==> config.mk <==
export PLATFORM = sky130hd
export DESIGN_NAME = pipelined_regfile
export DESIGN_NICKNAME = d
export VERILOG_FILES = /design/src/rtl/regfile_pkg.sv /design/src/rtl/rf_scoreboard.sv /design/src/rtl/pipelined_regfile.sv
export SDC_FILE = /design/constraint.sdc
export NUM_CORES = 1
export LEC_CHECK = 0
export BUFFER_PORTS_ARGS = -buffer_cell sky130_fd_sc_hd__buf_2
export CAP_MARGIN = 20
export CORE_AREA = 4 4 313 315
export DETAILED_ROUTE_END_ITERATION = 10
export DIE_AREA = 0 0 317 319
export PLACE_DENSITY = 0.72
export SETUP_SLACK_MARGIN = 0.5
export SYNTH_ARGS = -nofsm -noshare
export SYNTH_HDL_FRONTEND = slang
export SYNTH_SLANG_ARGS = --single-unit
==> constraint.sdc <==
create_clock -name clk -period 4.6 [get_ports clk]
set_clock_uncertainty 0.2 [all_clocks]
set_input_delay 0.46 -clock clk [delete_from_list [all_inputs] [get_ports clk]]
set_output_delay 0.46 -clock clk [all_outputs]
set_load 0.01 [all_outputs]
==> src/rtl/regfile_pkg.sv <==
// regfile_pkg: shared FSM state type and zero-register index for the pipelined register file
package regfile_pkg;
    typedef enum logic {CLEAR, RUN} state_t;
    localparam int ZERO_REG = 0;
endpackage

==> src/rtl/rf_scoreboard.sv <==
// rf_scoreboard: per-register busy bits with a registered popcount of pending writes
// ports: set_en/set_addr mark a register busy, clr_en/clr_addr release it,
//        busy is the full bit vector, pending_cnt the number of set bits
module rf_scoreboard
    import regfile_pkg::*;
#(
    parameter int AW = 5
) (
    input  logic              clk,
    input  logic              rst,
    input  logic              set_en,
    input  logic [AW-1:0]     set_addr,
    input  logic              clr_en,
    input  logic [AW-1:0]     clr_addr,
    output logic [2**AW-1:0]  busy,
    output logic [AW:0]       pending_cnt
);
    logic [2**AW-1:0] busy_d;
    logic inc, dec;
    always_comb begin
        busy_d = busy;
        if (clr_en) busy_d[clr_addr] = 1'b0;
        if (set_en) busy_d[set_addr] = 1'b1;
        busy_d[ZERO_REG] = 1'b0;
        inc = set_en & ~busy[set_addr];
        // a same-index set keeps the bit high, so the release does not count
        dec = clr_en & busy[clr_addr] & ~(set_en & set_addr == clr_addr);
    end
    always_ff @(posedge clk or posedge rst) begin
        if (rst) begin
            busy        <= '0;
            pending_cnt <= '0;
        end else begin
            busy        <= busy_d;
            pending_cnt <= pending_cnt + (AW+1)'(inc) - (AW+1)'(dec);
        end
    end
endmodule

==> src/rtl/pipelined_regfile.sv <==
// pipelined_regfile: 2-read/1-write register file with write-back bypass, issue scoreboard and power-on clear
// ports: rd_addrN/rd_dataN/rd_busyN combinational read ports; iss_valid/iss_rd/iss_ready issue handshake;
//        wb_en/wb_addr/wb_data write-back; ready after clear; pending_cnt busy count; dbg_data mirrors DEBUG_REG
module pipelined_regfile
    import regfile_pkg::*;
#(
    parameter int ADDRESS_WIDTH = 5,
    parameter int DATA_WIDTH    = 32,
    parameter int DEBUG_REG     = 10
) (
    input  logic                     clk,
    input  logic                     rst,
    input  logic [ADDRESS_WIDTH-1:0] rd_addr1,
    input  logic [ADDRESS_WIDTH-1:0] rd_addr2,
    output logic [DATA_WIDTH-1:0]    rd_data1,
    output logic [DATA_WIDTH-1:0]    rd_data2,
    output logic                     rd_busy1,
    output logic                     rd_busy2,
    input  logic                     iss_valid,
    input  logic [ADDRESS_WIDTH-1:0] iss_rd,
    output logic                     iss_ready,
    input  logic                     wb_en,
    input  logic [ADDRESS_WIDTH-1:0] wb_addr,
    input  logic [DATA_WIDTH-1:0]    wb_data,
    output logic                     ready,
    output logic [ADDRESS_WIDTH:0]   pending_cnt,
    output logic [DATA_WIDTH-1:0]    dbg_data
);
    localparam int AW = ADDRESS_WIDTH;
    localparam int DW = DATA_WIDTH;
    localparam logic [AW-1:0] ZERO = AW'(ZERO_REG);
    state_t state_q, state_d;
    logic [AW-1:0] cnt_q, cnt_d;
    logic [DW-1:0] mem [2**AW];
    logic [2**AW-1:0] busy;
    logic run, wb, hit1, hit2;
    assign run  = state_q == RUN;
    // write-back is ignored while clearing
    assign wb   = run & wb_en;
    assign hit1 = wb & wb_addr == rd_addr1;
    assign hit2 = wb & wb_addr == rd_addr2;
    always_comb begin
        state_d = (state_q == CLEAR && cnt_q == '1) ? RUN : state_q;
        cnt_d   = run ? cnt_q : cnt_q + AW'(1);
    end
    always_ff @(posedge clk or posedge rst) begin
        if (rst) begin
            state_q <= CLEAR;
            cnt_q   <= '0;
        end else begin
            state_q <= state_d;
            cnt_q   <= cnt_d;
        end
    end
    always_ff @(posedge clk) begin
        if (!run) mem[cnt_q] <= '0;
        else if (wb && wb_addr != ZERO) mem[wb_addr] <= wb_data;
    end
    always_comb begin
        rd_data1  = (!run || rd_addr1 == ZERO) ? '0 : hit1 ? wb_data : mem[rd_addr1];
        rd_data2  = (!run || rd_addr2 == ZERO) ? '0 : hit2 ? wb_data : mem[rd_addr2];
        rd_busy1  = run & busy[rd_addr1] & ~hit1;
        rd_busy2  = run & busy[rd_addr2] & ~hit2;
        iss_ready = run & (iss_rd == ZERO | ~busy[iss_rd] | (wb & wb_addr == iss_rd));
        ready     = run;
        dbg_data  = mem[DEBUG_REG];
    end
    rf_scoreboard #(.AW(AW)) u_sb (
        .clk         (clk),
        .rst         (rst),
        .set_en      (iss_valid & iss_ready & iss_rd != ZERO),
        .set_addr    (iss_rd),
        .clr_en      (wb),
        .clr_addr    (wb_addr),
        .busy        (busy),
        .pending_cnt (pending_cnt)
    );
endmodule

==> results_dict.tcl, run 1 <==
set metrics [dict create \
    root_buffer "clkbuf_16" \
    htreeDepth 3 \
    drive_gt1_frac 0.3278 \
    hold_violations 0 \
    clk-insertion-delay-late_ns 0.68 \
    syn_nets 2946 \
    rsz0062_at_grt "no" \
    drc_errors 0 \
    crit_slowest_cell "a2111oi_0" \
    postCtsSetupBuffers 0 \
    worstPathMaxFanout 33 \
    finalCritPeriodShare 0.8800 \
    maxCapViolCount 0 \
    synthesis.area_mm2 0.05211 \
    initial_core_util 0.5492 \
    via_per_inst 7.344 \
    grt_max_degree 98 \
    wl_met1_um 57250 \
    r2r_end "mem[15][27]$_DFFE_PP_" \
    syn_avg_cell_area_um2 18.09 \
    power_density_mw_per_mm2 372.0 \
    worstSetupStartpointType "input pin" \
    peakVddDrop_mv 0.3407 \
    clkTransAtPathRegs_ns 0.06 \
    r2r.worst_path.cells 6 \
    worstPathCellList "buf_6, xor2_1, nor3_1, nand3_4, buf_12, a2111oi_0, buf_4, buf_2" \
    worstPathRequired_ns 3.94 \
    dieWidth_um 317 \
    wl_met2_um 74660 \
    swShare 0.2399 \
    wl_met3_um 22560 \
    cts.sinks 1067 \
    relSlewSlack 0.2688 \
    critPathKind "in -> out" \
    place_congestion 0.8887 \
    synthArstFlopShare 0.04030 \
    seqPwrFrac 0.495 \
    dr.max_layer_used "met5" \
    most-common-layout-cells "1024 x edfxtp_1, 490 x mux4_2, 278 x mux2i_1" \
    core_mm2 0.09487 \
    die_h_um 319 \
    clockPowerShare 0.396 \
    leakagePower_uw 0.02098 \
    place_ws_ns 0.2233 \
    grt_first_pass_wirelength_um 233900 \
    setup_viol 0 \
    cp_top_family "buffers and inverters" \
    drtPass1Iterations 6 \
    p_int_uw 16640 \
    drtIter0Drc 4716 \
    vias 32400 \
    fin_area_mm2 0.05884 \
    num-nets-final 3122 \
    p_sw_uw 5250 \
    io_buffers 161 \
    timing.rr.start "ready$_DFFE_PP0P_" \
    cts_buffers 108 \
    endpoint "rd_data1[0]" \
    combPwrFrac 0.109 \
    antenna_found_initial 4 \
    startpoint "rd_addr1[2]" \
    grt_use_total 0.3225 \
    crit_arrival_ns 3.39 \
    fmax_mhz 247.0 \
    status "finished clean" \
    ant_nets 0 \
    ios 162 \
    tightest_slew_ns 1.097 \
    setup_ws_ns 0.5522 \
    grt-ovfl-total 0 \
    netlist_instances 2881 \
    ys_warn_count 0 \
    setup_tns_ns 0 \
    drt-total-wl_um 162800 \
    end_kind "primary output" \
    ys_seq_area_frac 0.6108 \
    die-area_mm2 0.1011 \
    synth_edf_count 1024 \
    netlist-cell-type-count 60 \
    final.min_clock_period_ns 4.048 \
    rows 113 \
    worstHoldPathType "in -> reg" \
    grt_pass1_vias 32920 \
    wl_per_cell_um 36.89 \
    path_depth 8 \
    final_util 0.6202 \
    r2r_slack_ns 0.94 \
    ys.flop_type "edfxtp_1" \
    cpPeakStageDelay_ns 0.71 \
    cts_buffer_depth 3 \
    synth-seq-cells 1067 \
    slew_violations 0 \
    cts_tree "yes" \
    place_hpwl_um 95280 \
    power_uw 21890 \
    final_common_cell "edfxtp_1" \
    area.growth.synth_to_final_pct 12.92 \
    cp_num_buf_inv 4 \
    place_area_mm2 0.05521 \
]
## cell usage after synthesis (all sizes together), types with 8 or more instances
library cell | n | share of area
a2111oi | 24 | 0.0040
a211oi | 9 | 0.0014
a21oi | 37 | 0.0036
a221oi | 84 | 0.014
a22oi | 41 | 0.0059
and2 | 33 | 0.0040
buf | 114 | 0.015
clkbuf | 115 | 0.0083
dfrtp | 43 | 0.021
edfxtp | 1024 | 0.59
ha | 8 | 0.0019
inv | 22 | 0.0016
mux2 | 37 | 0.0080
mux2i | 278 | 0.053
mux4 | 490 | 0.21
nand2 | 117 | 0.0084
nand3 | 12 | 0.0012
nor2 | 140 | 0.010
nor2b | 16 | 0.0019
nor3 | 11 | 0.0011
o2111a | 34 | 0.0073
o211ai | 37 | 0.0053
o21ai | 53 | 0.0051
o31ai | 15 | 0.0022
xnor2 | 15 | 0.0025
xor2 | 8 | 0.0013
## worst reg2reg max path, cell delays in order (launching register included)
cell	delay, ns
dfrtp_1	0.36
buf_4	0.31
and2_1	0.26
nand3_1	0.45
a21boi_2	0.49
nor2_4	0.92
buf_12	0.34
## worst min path at each step
stage / startpoint / endpoint / slack, ns / cells after the start
final: wb_data[5] / mem[27][5]$_DFFE_PP_ / 0.04 / 2
after global routing: wb_data[5] / mem[27][5]$_DFFE_PP_ / 0.06 / 2
after CTS: iss_rd[2] / u_sb.busy[30]$_DFF_PP0_ / 0.03 / 3
after detailed placement: cnt_q[0]$_DFFE_PP0N_ / cnt_q[0]$_DFFE_PP0N_ / 0.33 / 1
after global placement: cnt_q[0]$_DFFE_PP0N_ / cnt_q[0]$_DFFE_PP0N_ / 0.32 / 1
after floorplan: cnt_q[0]$_DFFE_PP0N_ / cnt_q[0]$_DFFE_PP0N_ / 0.28 / 1
## state kept, by name (all words and copies together), names as in the netlist
register	cells
cnt_q	5
u_sb.busy	31
mem	1024
u_sb.pending_cnt	6
ready	1
## per-layer routing
| metal | up-vias | track usage |
|---|---|---|
| li1 | 12580 | - |
| met1 | 16720 | 0.4433 |
| met2 | 2600 | 0.4898 |
| met3 | 503 | 0.09039 |
| met4 | 2 | 0.1381 |
| met5 | - | 0 |
## area by class of cell
type,instances,area (µm²)
Antenna cell,2,5.005
Clock buffer,125,2809
Clock inverter,73,635.6
Fill cell,6566,36030
Inverter,24,90.09
Multi-Input combinational cell,1561,19350
Sequential cell,1067,31830
Tap cell,1265,1583
Timing Repair Buffer,295,2544
## cells by family (layout without fill, tap and decap cells)
group	after synthesis	after routing	synth area share
compound gates	369	369	0.05475
xor+xnor	23	23	0.003866
fa+ha+maj	9	9	0.002305
buf+inv	253	517	0.02483
flops	1067	1067	0.6108
mux	805	805	0.2732
other cells	0	2	0
simple gates	355	355	0.03028
## per-stage QoR
step           instances  hold slack (ns)
6_report            4412          0.04492
5_1_grt             4410          0.06489
4_1_cts             4403          0.02954
3_5_place_dp        4204           0.3275
3_3_place_gp        4204           0.3166
2_1_floorplan       2881           0.2780
## power groups by stage
| stage | registers, µW | logic, µW | clock network, µW |
|---|---|---|---|
| CTS | 10800 | 2350 | 8720 |
| global placement | 11000 | 2280 | 0 |
| global route | 10800 | 2530 | 9140 |
| finish | 10800 | 2390 | 8670 |
| floorplan | 11000 | 1510 | 0 |
| detailed placement | 11000 | 2330 | 0 |
## what timing repair did
action                     4_1_cts  5_1_grt
hold endpoints to repair        18        0
gates cloned                     0        0
hold buffers                     1        0
gates resized for setup          3        2
setup endpoints to repair        2        3
Power figures use the tool's default switching activity.
==> run 2: changes to the inputs <==
- CORE_AREA: 4 4 313 315 -> 4 4 397 399
- DIE_AREA: 0 0 317 319 -> 0 0 401 403
- PLACE_DENSITY: 0.72 -> unset
==> run 2 against run 1 <==
  * Worst setup slack better by 0.10 ns
  * Cell area is 2.2% higher
  * Sequential share of layout area is 1.2 points lower
  * Cell count is 19% higher
  * Maximum frequency is 2.5% higher
  * Largest power group unchanged
==> results_dict.tcl, run 2 (same netlist as run 1, synthesis figures left out) <==
set metrics [dict create \
    status "finished clean" \
    maxCapViolCount 0 \
    fmax_mhz 253.3 \
    root_buffer "clkbuf_16" \
    htreeDepth 3 \
    final.min_clock_period_ns 3.948 \
    most-common-layout-cells "1024 x edfxtp_1, 490 x mux4_2, 278 x mux2i_1" \
    rsz0062_at_grt "no" \
    worstPathCellList "nand2_1, nor2_1, a31oi_4, buf_4, o211ai_1, o2111a_1, buf_2" \
    ant_nets 0 \
    hold_depth 2 \
    grt_pass1_vias 31960 \
    grt-ovfl-total 0 \
    crit_arrival_ns 3.29 \
    num-fill-cells 13920 \
    clkTransAtPathRegs_ns 0.06 \
    largest_register "mem" \
    r2r.worst_path.cells 6 \
    area.growth.synth_to_final_pct 15.44 \
    cts.sinks 1067 \
    hold_violations 0 \
    rows 144 \
    min_to "mem[10][27]$_DFFE_PP_" \
    initial_core_util 0.3386 \
    finalCritPeriodShare 0.8583 \
    antenna_found_initial 11 \
    seqCellArea_mm2 0.03183 \
    critPathKind "reg -> out" \
    drt-total-wl_um 169700 \
    setup_ws_ns 0.6520 \
    clk-insertion-delay-late_ns 0.71 \
    grt_use_total 0.2056 \
    power_uw 22250 \
    drtPass1Iterations 6 \
    tightest_slew_ns 1.161 \
    drtIter0Drc 3446 \
    postCtsSetupBuffers 0 \
    slew_violations 0 \
    final_common_cell "edfxtp_1" \
    die_h_um 403 \
    end_kind "primary output" \
    drc_errors 0 \
    power_density_mw_per_mm2 369.9 \
    setup_viol 0 \
    cts_tree "yes" \
    grt_first_pass_wirelength_um 240100 \
    cp_top_family "compound AO/OA/AOI/OAI gates" \
    dieWidth_um 401 \
    leakagePower_uw 0.02121 \
    worstHoldPathType "in -> reg" \
    setup_tns_ns 0 \
    core_mm2 0.1539 \
    io_buffers 161 \
    cts_buffer_depth 3 \
    place_ws_ns 0.6907 \
    startpoint "ready$_DFFE_PP0P_" \
    worstSetupStartpointType "flop" \
    largest_reg_flops 1024 \
    cpPeakStageDelay_ns 0.64 \
    place_congestion 0.8279 \
    worstPathRequired_ns 3.94 \
    cts_buffers 108 \
    place_hpwl_um 103700 \
    vias 31390 \
    grt_max_degree 83 \
    r2r_end "mem[13][16]$_DFFE_PP_" \
    crit_slowest_cell "a31oi_4" \
    worstHoldStart "wb_data[27]" \
    num-nets-final 3161 \
    wl_per_cell_um 32.43 \
    ios 162 \
    peakVddDrop_mv 0.2658 \
    worstPathMaxFanout 12 \
    drive_gt1_frac 0.3364 \
    largestRegisters "mem: 1024 flops, u_sb.busy: 31 flops, u_sb.pending_cnt: 6 flops" \
    timing.rr.start "ready$_DFFE_PP0P_" \
    multi_input_area_mm2 0.01937 \
    cp_num_buf_inv 2 \
    die-area_mm2 0.1616 \
    via_per_inst 5.995 \
    r2r_slack_ns 1.28 \
    relSlewSlack 0.2260 \
]
## run 2: cell types whose count changed in the layout (fill, tap and decap cells not counted), sizes merged, moves of 4 or more
cell / change
clkinv: -5
dlygate4sd3: +4
buf: +35
bufinv: +6
clkbuf: +5
## run 2: what timing repair did
action | CTS | global route
pin swaps | 0 | 0
endpoints found under the setup margin | 3 | 6
gates resized for setup | 3 | 3
hold buffers | 3 | 2
hold endpoints to repair | 49 | 3
## run 2: layout make-up
| type | instances | share of cell area |
|---|---|---|
| Tap cell | 2044 | 0.04252 |
| Multi-Input combinational cell | 1561 | 0.3220 |
| Clock buffer | 130 | 0.04682 |
| Clock inverter | 71 | 0.01290 |
| Sequential cell | 1067 | 0.5291 |
| Inverter | 24 | 0.001498 |
| Timing Repair Buffer | 334 | 0.04497 |
| Antenna cell | 4 | 0.0001664 |
## run 2: per-stage QoR
stage	hold WS (ns)	cell area, µm²	utilization	instances
after global routing	0.04079	60140	0.3909	5231
after CTS	0.01672	59890	0.3892	5219
after floorplan	0.2780	52110	-	2881
after detailed placement	0.3282	56260	0.3656	5015
final	0.06533	60150	0.3909	5235
after global placement	0.3255	56230	0.3654	5013
## run 2: routing by layer
layer  vias up  GRT usage  wire, µm
met1     16820     0.2716     66760
met2      1593     0.3395     82530
li1      12660          -         -
met3       302    0.04248     14610
met4        10    0.06969      5784
met5         -          0        71
## run 2: power breakdown
group	switching [µW]	total [µW]	internal, µW
Combinational	1410	2390	981
Sequential	76.4	10800	10700
Clock	3790	9030	5250
Total	5280	22300	17000
## run 2: worst max-delay path by stage
stage / slack [ns] / endpoint / cells after the start
floorplan: 0.77 / mem[20][0]$_DFFE_PP_ / 6
global placement: 0.35 / rd_data1[16] / 8
detailed placement: 0.69 / rd_data1[14] / 10
CTS: 0.53 / rd_data1[8] / 7
global route: 0.52 / rd_data1[18] / 8
finish: 0.65 / rd_data2[23] / 7
